**src/rtl/rgb_stream_packer_pkg.sv**
```systemverilog
// Shared video definitions: pixel/stream widths, byte-keep constant and the
// packing phase encoding used by the RGB-to-AXI-Stream packer.
package rgb_stream_packer_pkg;

  localparam int PIX_W    = 24;
  localparam int STREAM_W = 32;
  localparam int KEEP_W   = STREAM_W / 8;

  localparam logic [KEEP_W-1:0] KEEP_ALL = 4'hF;

  typedef enum logic [1:0] {
    PH0 = 2'd0,
    PH1 = 2'd1,
    PH2 = 2'd2,
    PH3 = 2'd3
  } phase_t;

  function automatic phase_t phase_inc(input phase_t p);
    case (p)
      PH0:     return PH1;
      PH1:     return PH2;
      PH2:     return PH3;
      default: return PH0;
    endcase
  endfunction

endpackage

```
**src/rtl/rgb_stream_packer.sv**
```systemverilog
// Packs four 24-bit RGB pixels into three 32-bit AXI4-Stream words, carrying
// start-of-frame on tuser and end-of-line on tlast through a registered output.
module rgb_stream_packer
  import rgb_stream_packer_pkg::*;
(
  input  logic                aclk,
  input  logic                aresetn,
  input  logic [7:0]          r,
  input  logic [7:0]          g,
  input  logic [7:0]          b,
  input  logic                valid,
  input  logic                sof,
  input  logic                eol,
  output logic                in_stream_ready,
  output logic [STREAM_W-1:0] out_stream_tdata,
  output logic [KEEP_W-1:0]   out_stream_tkeep,
  output logic                out_stream_tlast,
  output logic                out_stream_tuser,
  output logic                out_stream_tvalid,
  input  logic                out_stream_tready
);

  logic [PIX_W-1:0]    pix;
  logic [PIX_W-1:0]    held;
  logic [STREAM_W-1:0] word;
  logic                accept;
  logic                emit;
  logic                sof_pend;
  phase_t              phase;
  phase_t              phase_eff;
  phase_t              phase_nxt;

  assign in_stream_ready  = !out_stream_tvalid || out_stream_tready;
  assign out_stream_tkeep = KEEP_ALL;

  always_comb begin
    pix       = {r, g, b};
    accept    = valid && in_stream_ready;
    phase_eff = sof ? PH0 : phase;
    word      = '0;
    case (phase_eff)
      PH1:     word = {pix[7:0],  held};
      PH2:     word = {pix[15:0], held[23:8]};
      PH3:     word = {pix,       held[23:16]};
      default: word = '0;
    endcase
    // An eol before the group is complete drops the partial data silently.
    emit      = accept && ((phase_eff == PH3) || ((phase_eff != PH0) && !eol));
    phase_nxt = eol ? PH0 : phase_inc(phase_eff);
  end

  // Stage boundary: pixel accept -> phase/hold state and registered output word.
  always_ff @(posedge aclk) begin
    if (!aresetn) begin
      phase             <= PH0;
      held              <= '0;
      sof_pend          <= 1'b0;
      out_stream_tvalid <= 1'b0;
      out_stream_tdata  <= '0;
      out_stream_tlast  <= 1'b0;
      out_stream_tuser  <= 1'b0;
    end else begin
      if (accept) begin
        phase <= phase_nxt;
        held  <= pix;
        if (sof)
          sof_pend <= 1'b1;
        else if (emit)
          sof_pend <= 1'b0;
      end
      if (emit) begin
        out_stream_tvalid <= 1'b1;
        out_stream_tdata  <= word;
        out_stream_tlast  <= eol;
        out_stream_tuser  <= sof_pend;
      end else if (out_stream_tready) begin
        out_stream_tvalid <= 1'b0;
      end
    end
  end

endmodule

```
**config.mk**
```make
export PLATFORM = sky130hd
export DESIGN_NAME = rgb_stream_packer
export DESIGN_NICKNAME = d
export VERILOG_FILES = /design/src/rtl/rgb_stream_packer_pkg.sv /design/src/rtl/rgb_stream_packer.sv
export SDC_FILE = /design/constraint.sdc
export NUM_CORES = 1
export LEC_CHECK = 0
export CORE_ASPECT_RATIO = 0.75
export CORE_UTILIZATION = 50
export CTS_CLUSTER_DIAMETER = 120
export DETAILED_ROUTE_END_ITERATION = 6
export PLACE_DENSITY = 0.79
export SYNTH_ARGS = -nofsm -noshare
export SYNTH_HDL_FRONTEND = slang
export SYNTH_SLANG_ARGS = --single-unit
```
**constraint.sdc**
```tcl
create_clock -name aclk -period 2.07 [get_ports aclk]
set_input_delay 0.414 -clock aclk [delete_from_list [all_inputs] [get_ports aclk]]
set_output_delay 0.414 -clock aclk [all_outputs]
set_load 0.01 [all_outputs]
```
# Word level (Yosys, flattened, before mapping)
# Cells that the tools add are included.
[word_totals]
register_bits = 62
in_bits = 30
output_inout_bits = 40
wordCells = 30
[classes]
eq_ne = 3
muxes = 8
n_reduce_logical = 12
[ops]
columns = ["cell", "count"]
rows = [
  ["one-hot mux 32 bit (3 select lines)", 1],
  ["one-hot mux 2 bit (3 select lines)", 1],
  ["nonzero test 2 bit", 3],
  ["equality test 2 bit, second input constant", 2],
  ["two-way mux 1 bit", 4],
  ["two-way mux 2 bit", 2],
  ["logical AND 1 bit", 3],
  ["equality test 2 x 1 -> 1 bit, second input constant", 1],
  ["zero test 1 bit", 2],
  ["zero test 2 bit", 1],
  ["logical OR 1 bit", 2],
  ["AND reduction 2 bit", 1],
]

# Longest topological paths before layout
# Gate-level depths: netlist of run 1.
[depth]
word_depth = 7
ltp_mapped = 9
depth_no_buf = 6

# Least setup slack after synthesis of run 1
# Ideal clock, no wire load.
[synth_path]
path_type = "input port to flip-flop"
startpoint = "in sof"
endpoint = "reg out_stream_tdata[10]"
setup_ps = 117
t_arrival_ps = 1722
required_ps = 1953
path_slack_ps = 231
path_stages = 7
path_buffers = 1
cell_sequence = "nor2b_1 -> inv_1 -> ha_1 -> clkbuf_1 -> a222oi_1 -> nor4_2 -> a32o_1"
[synth_via]
elab_chain_cells = 5
word_cells_on_any_way = 9
cone_classes = "3 x eq/ne; 2 x mux; 4 x reduce/logical"
[synth_lines]
columns = ["item", "line", "source"]
rows = [
  ["start, declared", "rgb_stream_packer.sv:12", "input logic sof,"],
  ["two-way mux 2 bit (*)", "rgb_stream_packer.sv:39", "phase_eff = sof ? PH0 : phase;"],
  ["branches (longest 4 deep; another with one-hot mux 32 bit (3 select lines))", "--", ""],
  ["end signal, assigned", "rgb_stream_packer.sv:73", "out_stream_tdata <= word;"],
  ["end, declared", "rgb_stream_packer.sv:15", "output logic [STREAM_W-1:0] out_stream_tdata,"],
]
# Mark *: on every way between the ends.
# A chain may end at the register's enable or synchronous reset.

# Worst setup path in the final report of run 1
[layout_path]
startpoint = "reg phase[0]"
endpoint = "reg out_stream_tdata[18]"
[layout_via]
elab_chain_cells = 5
word_cells_on_any_way = 9
cone_classes = "3 x eq/ne; 2 x mux; 4 x reduce/logical"
[layout_lines]
columns = ["item", "line", "source"]
rows = [
  ["start, declared", "rgb_stream_packer.sv:29", "phase_t phase;"],
  ["start signal, assigned", "rgb_stream_packer.sv:64", "phase <= phase_nxt;"],
  ["two-way mux 2 bit (*)", "rgb_stream_packer.sv:39", ""],
  ["branches (longest 4 deep; another with one-hot mux 32 bit (3 select lines))", "--", ""],
]
# Marked as above.

==> qor.yml, run 1 <==
outcome: "finished, violations left"
violations: "design-rule violations, negative setup slack"
endpoint_kind: "register"
cts_max_path_buffers: 2
num_vias: 3164
start_util: 0.526
vias_per_cell: 6.95
yosysWarnings: 0
yosys.cell_types.count: 26
cp_max_fo: 16
core_area_mm2: 0.00592
synth_common_cells: "dfxtp_1 (62), a222oi_1 (32), a32o_1 (32)"
fin_ws_ns: -0.0125
antenna_found_initial: 0
die_area_mm2: 0.00655
diodes: 0
cts_made_buffers: 9
final_area_mm2: 0.00416
synthCells: 315
synth_top_family_by_area: "compound AO/OA/AOI/OAI gates"
area_growth_pct: 33.8
hold_buffers: 0
fillerInstances: 456
synth.top_cell.area_share: 0.399
ir_worst_vdd_uv: 405
synth_adder_area_share: 0.0201
worst_skew_pair.late_latency_ns: 0.34
yosys.area_share.simple: 0.177
clock_skew_ns: 0.00735
grt_use_total: 0.296
yosys-mux-area-fraction: 0
numClockSinks: 62
synth_seq_cells: 62
synth_area_leaders: "dfxtp_1 (40%), nor4_2 (10%), a222oi_1 (10%), a32o_1 (10%), a21oi_1 (4.8%)"
grt_max_degree: 65
startpoint_type: "register"
final_cell_count_no_fill: 455
gr-total-overflow: 0
row_count: 24
relSlewSlack: 0.557
htree_num_levels: 3
hp-class: "reg2reg"
place_ws_ns: -0.558
timing.fmax_mhz: 480
synth_compound_area_frac: 0.311
regArea_mm2: 0.00124
post_drt_wl_per_cell_um: 21.0
worstMarginPinSlew_ns: 0.665
post-route-period-util: 1.01
crit_arrival_ns: 2.31
multiInputGateArea_mm2: 0.00163
drc: 23
io_pins: 70
grt_pass1_vias: 2935
yosysSeqAreaShare: 0.399
dp_hpwl_um: 5780
worstSetupPathType: "reg2reg"
setup_viol: 1
gp_congestion: 0.905
synth_xor_area_frac: 0
dr.pass1.iters: 7
drive_gt1_frac: 0.212
min_period_ns: 2.08
grt_first_pass_wirelength_um: 15000
powerDensity_mw_per_mm2: 635
fp.dieH_um: 70.3
die_w_um: 93.1
cp_data_required_time_ns: 2.30
cts_root_buf: "clkbuf_8"
hold_violations: 0
syn_area_per_cell_um2: 9.88
dp_cells: 438
r2r_slack_ns: -0.01
drv_cap: 0
async_flop_share: 0
cts.clk_slew.worst_paths_ns: 0.07
cts_tree: "built"
fin_tns_setup_ns: -0.0125
drt_iter0_drc: 547
numPortBuffers: 65
synthesis.area_mm2: 0.00311
synth_edf_count: 0
final_nets: 407
synth.most_common_cell: "dfxtp_1"
wl_um: 9560
p_leak_nw: 1.32
antenna_left: 0
ys_dominant_reg_cell: "dfxtp_1"
slew_viol_final: 0
post_dp_cell_area_mm2: 0.00389
synth_top_cell_by_area: "dfxtp_1"
==> area by class of cell <==
type / count / area share
well taps: 78 / 0.0234
clock buffers: 13 / 0.0430
multi-input cells: 201 / 0.391
clock inverters: 3 / 0.00962
repair buffers: 93 / 0.230
flip-flops and latches: 62 / 0.298
inverters: 5 / 0.00451
==> layer usage <==
| metal | GRT usage | part of all wire | wire, µm | vias to the layer above |
|---|---|---|---|---|
| li1 | - | - | - | 1400 |
| met1 | 0.402 | 0.42 | 4040 | 1556 |
| met2 | 0.465 | 0.46 | 4410 | 195 |
| met3 | 0.0817 | 0.10 | 984 | 13 |
| met4 | 0.0752 | 0.013 | 121 | 0 |
| met5 | 0 | 0 | 0 | - |
==> stage by stage <==
step	hold slack, ns	util	power, mW
floorplan	0.445	-	1.39
global placement	0.457	0.658	1.50
detailed placement	0.467	0.658	1.51
CTS	0.477	0.703	2.65
global route	0.499	0.704	2.73
finish	0.473	0.704	2.64
==> state kept, by name, indices dropped and copies added (netlist names) <==
name               cells
sof_pend               1
out_stream_tuser       1
phase                  2
out_stream_tdata      32
out_stream_tvalid      1
held                  24
out_stream_tlast       1
==> path summary, 6_finish.rpt <==
path                               end     start  cells past startpoint
hold reg to reg       out_stream_tuser  sof_pend                      2
setup / recovery  out_stream_tdata[18]  phase[0]                      8
setup reg to reg  out_stream_tdata[18]  phase[0]                      8
hold / removal        out_stream_tuser  sof_pend                      2
==> worst max-delay path: stages, from the launching register on <==
cell and delay (ns):
dfxtp_1 0.32, nor2b_4 0.13, buf_4 0.14, ha_2 0.21, buf_12 0.16, a222oi_1 0.51, buf_4 0.22, nor4_2 0.04
a32o_1 0.24
==> logic make-up after synthesis <==
| logic type | Yosys count |
|---|---|
| AOI/OAI and AO/OA | 125 |
| and+or+nand+nor | 67 |
| DFF | 62 |
| buffers and inverters | 55 |
| adders and majority gates | 5 |
| other | 1 |
==> placed cells by master, fill, tap and decap left out, types with 4 or more instances in the layout <==
cell	count
o21ai_0	26
nand3_1	25
dfxtp_1	62
nor4_1	6
conb_1	4
buf_4	21
clkbuf_8	13
a21oi_1	30
a222oi_1	32
clkdlybuf4s50_1	63
buf_12	6
a32o_1	32
nor4_2	26
inv_1	4
==> what timing repair did <==
action / in CTS / in global routing
pin swaps: 1 / 1
resized for setup: 6 / 2
endpoints found under the setup margin: 33 / 3
cloned: 1 / 0
buffers inserted: 0 / 0
==> power by group <==
part	internal (mW)	total, mW	switching (mW)
registers	1.22	1.24	0.0210
logic	0.110	0.258	0.148
clock network	0.684	1.14	0.460
Note: power is estimated with default switching activity, not from simulation.
==> run 2, diff against run 1 <==
--- a/config.mk
+++ b/config.mk
@@ -9,6 +9,7 @@
 export CORE_UTILIZATION = 50
 export CTS_CLUSTER_DIAMETER = 120
 export DETAILED_ROUTE_END_ITERATION = 6
+export GPL_TIMING_DRIVEN = 0
 export PLACE_DENSITY = 0.79
 export SYNTH_ARGS = -nofsm -noshare
 export SYNTH_HDL_FRONTEND = slang
==> constraint.sdc (replaced) <==
create_clock -name aclk -period 2.3 [get_ports aclk]
set_input_delay 0.46 -clock aclk [delete_from_list [all_inputs] [get_ports aclk]]
set_output_delay 0.46 -clock aclk [all_outputs]
set_load 0.01 [all_outputs]
==> run 2 against run 1 <==
The run ends with design-rule violations left. Final area decreased by 1.9%. Die area stayed put. Wire length increased by 4.3%. Critical endpoint is now in_stream_ready.
==> qor.yml, run 2 (synthesis gave the netlist of run 1 again) <==
antenna_found_initial: 0  # unchanged
io_pins: 70  # unchanged
fp.dieH_um: 70.3  # unchanged
worstMarginPinSlew_ns: 0.623  # -0.0421 ns
postLayoutCoreUtil: 0.691  # -0.0131
drc: 35  # +52%
use_met1: 0.453  # +0.0514
antenna_left: 0  # unchanged
die_w_um: 93.1  # unchanged
num_vias: 3344  # +5.7%
clock_skew_ns: 0.00539  # -0.00196 ns
startpoint_type: "input pin"
numClockSinks: 62  # unchanged
hold_violations: 0  # unchanged
cp_data_required_time_ns: 1.84  # -0.46 ns
rsz0062_at_grt: "false"
drive_gt1_frac: 0.193  # -0.0197
violations: "design-rule violations"
final_area_mm2: 0.00409  # -1.9%
largest_register: "out_stream_tdata"
dr.pass1.iters: 7  # unchanged
gr-total-overflow: 0  # unchanged
outcome: "finished, violations left"
fin_tns_setup_ns: 0  # +0.0125 ns
ir_worst_vdd_uv: 329  # -19%
grt_use_met3: 0.0915  # +0.00980
htree_num_levels: 3  # unchanged
cp_max_fo: 10  # -6
numPortBuffers: 64  # -1.5%
min_period_ns: 2.24
slew_viol_final: 0  # unchanged
worst_skew_pair.late_latency_ns: 0.35  # about the same
cts.clk_slew.worst_paths_ns: 0.07  # about the same
dp_hpwl_um: 7140  # +23%
start_util: 0.526  # unchanged
row_count: 24  # unchanged
timing.fmax_mhz: 447
grtUsageMet2: 0.445  # -0.0196
reg_top3: "out_stream_tdata: 32 flops, held: 24 flops, phase: 2 flops"
worstSetupPathType: "in2out"
vias_per_cell: 7.00  # +0.60%
hold_buffers: 0  # unchanged
grt_pass1_vias: 3027  # +3.1%
area_growth_pct: 31.3
post_dp_cell_area_mm2: 0.00386  # -0.77%
diodes: 0  # unchanged
gp_congestion: 0.926  # +2.4%
relSlewSlack: 0.585  # +0.0281
final_cell_mix: "dfxtp_1 (62), clkdlybuf4s50_1 (62), a222oi_1 (32), a32o_1 (32), a21oi_1 (30)"
hp-class: "reg2reg"
grt_use_total: 0.313  # +0.0165
post_drt_wl_per_cell_um: 20.9  # -0.71%
endpoint_kind: "primary output"
drv_cap: 0  # unchanged
cts_max_path_buffers: 2  # unchanged
whs_ns: 0.469  # -0.00411 ns
busiest_layer: "met1"
final_nets: 430  # +5.7%
crit_arrival_ns: 1.78  # -0.53 ns
cts_made_buffers: 9  # unchanged
core_area_mm2: 0.00592  # unchanged
setup_viol: 0  # -1
wl_um: 9970  # +4.3%
cts_root_buf: "clkbuf_8"
grt_first_pass_wirelength_um: 15700  # +4.8%
p_leak_nw: 1.31  # -1.1%
drt_iter0_drc: 715  # +31%
post-route-period-util: 0.972
powerDensity_mw_per_mm2: 549  # -13%
grt_max_degree: 11  # -83%
power.total_mw: 2.24  # -15%
largest_register_ffs: 32  # unchanged
die_area_mm2: 0.00655  # unchanged
cts_tree: "built"
## run 2: cell types whose count changed in the layout (fill, tap and decap cells not counted), sizes merged
cell	delta
clkbuf	+23
buf	+5
clkinv	-2
bufbuf	-1
clkdlybuf4s15	+1
clkdlybuf4s50	-1
dlygate4sd2	-1
bufinv	-1
## run 2: repair_timing
action,in CTS,in global routing
pin swaps,1,0
cloned,0,0
setup buffers,2,0
endpoints found under the setup margin,32,1
resized for setup,11,2
## run 2: critical path: stages
cell	delay, ns
clkdlybuf4s50_1	0.47
nor2b_2	0.05
buf_4	0.14
inv_1	0.09
buf_6	0.16
buf_6	0.15
clkdlybuf4s15_1	0.25
## run 2: final timing paths
| path | startpoint | to | slack, ns | cells past startpoint |
|---|---|---|---|---|
| worst max-delay path | out_stream_tready | in_stream_ready | 0.06 | 7 |
| worst min-delay path | sof_pend | out_stream_tuser | 0.47 | 2 |
| worst max register to register | phase[0] | out_stream_tdata[13] | 0.17 | 8 |
| worst min register to register | sof_pend | out_stream_tuser | 0.47 | 2 |
## run 2: report_power, final
part	internal (mW)	switching, mW	total (mW)	leakage, nW
Clock	0.482	0.415	0.897	0.0910
Sequential	1.10	0.0199	1.12	0.504
Combinational	0.0920	0.136	0.228	0.715
## run 2: cell type report
| class | count | area, µm² |
|---|---|---|
| well taps | 78 | 97.6 |
| repair buffers | 66 | 654 |
| plain buffers | 50 | 283 |
| multi-input cells | 201 | 1610 |
| inverters | 5 | 18.8 |
| flip-flops and latches | 62 | 1240 |
| clock buffers | 16 | 180 |
| fillers | 483 | 1830 |
## run 2: stage by stage
step           setup WS, ns  instances
6_report             0.0634        478
5_1_grt              0.0298        478
4_1_cts              0.0117        478
3_5_place_dp         -0.602        460
3_3_place_gp         -0.569        460
2_1_floorplan         0.415        318
## run 2: metal layers
layer	vias up	part of all wire
li1	1447	-
met2	271	0.42
met1	1588	0.42
met5	-	0
met3	38	0.13
met4	0	0.028
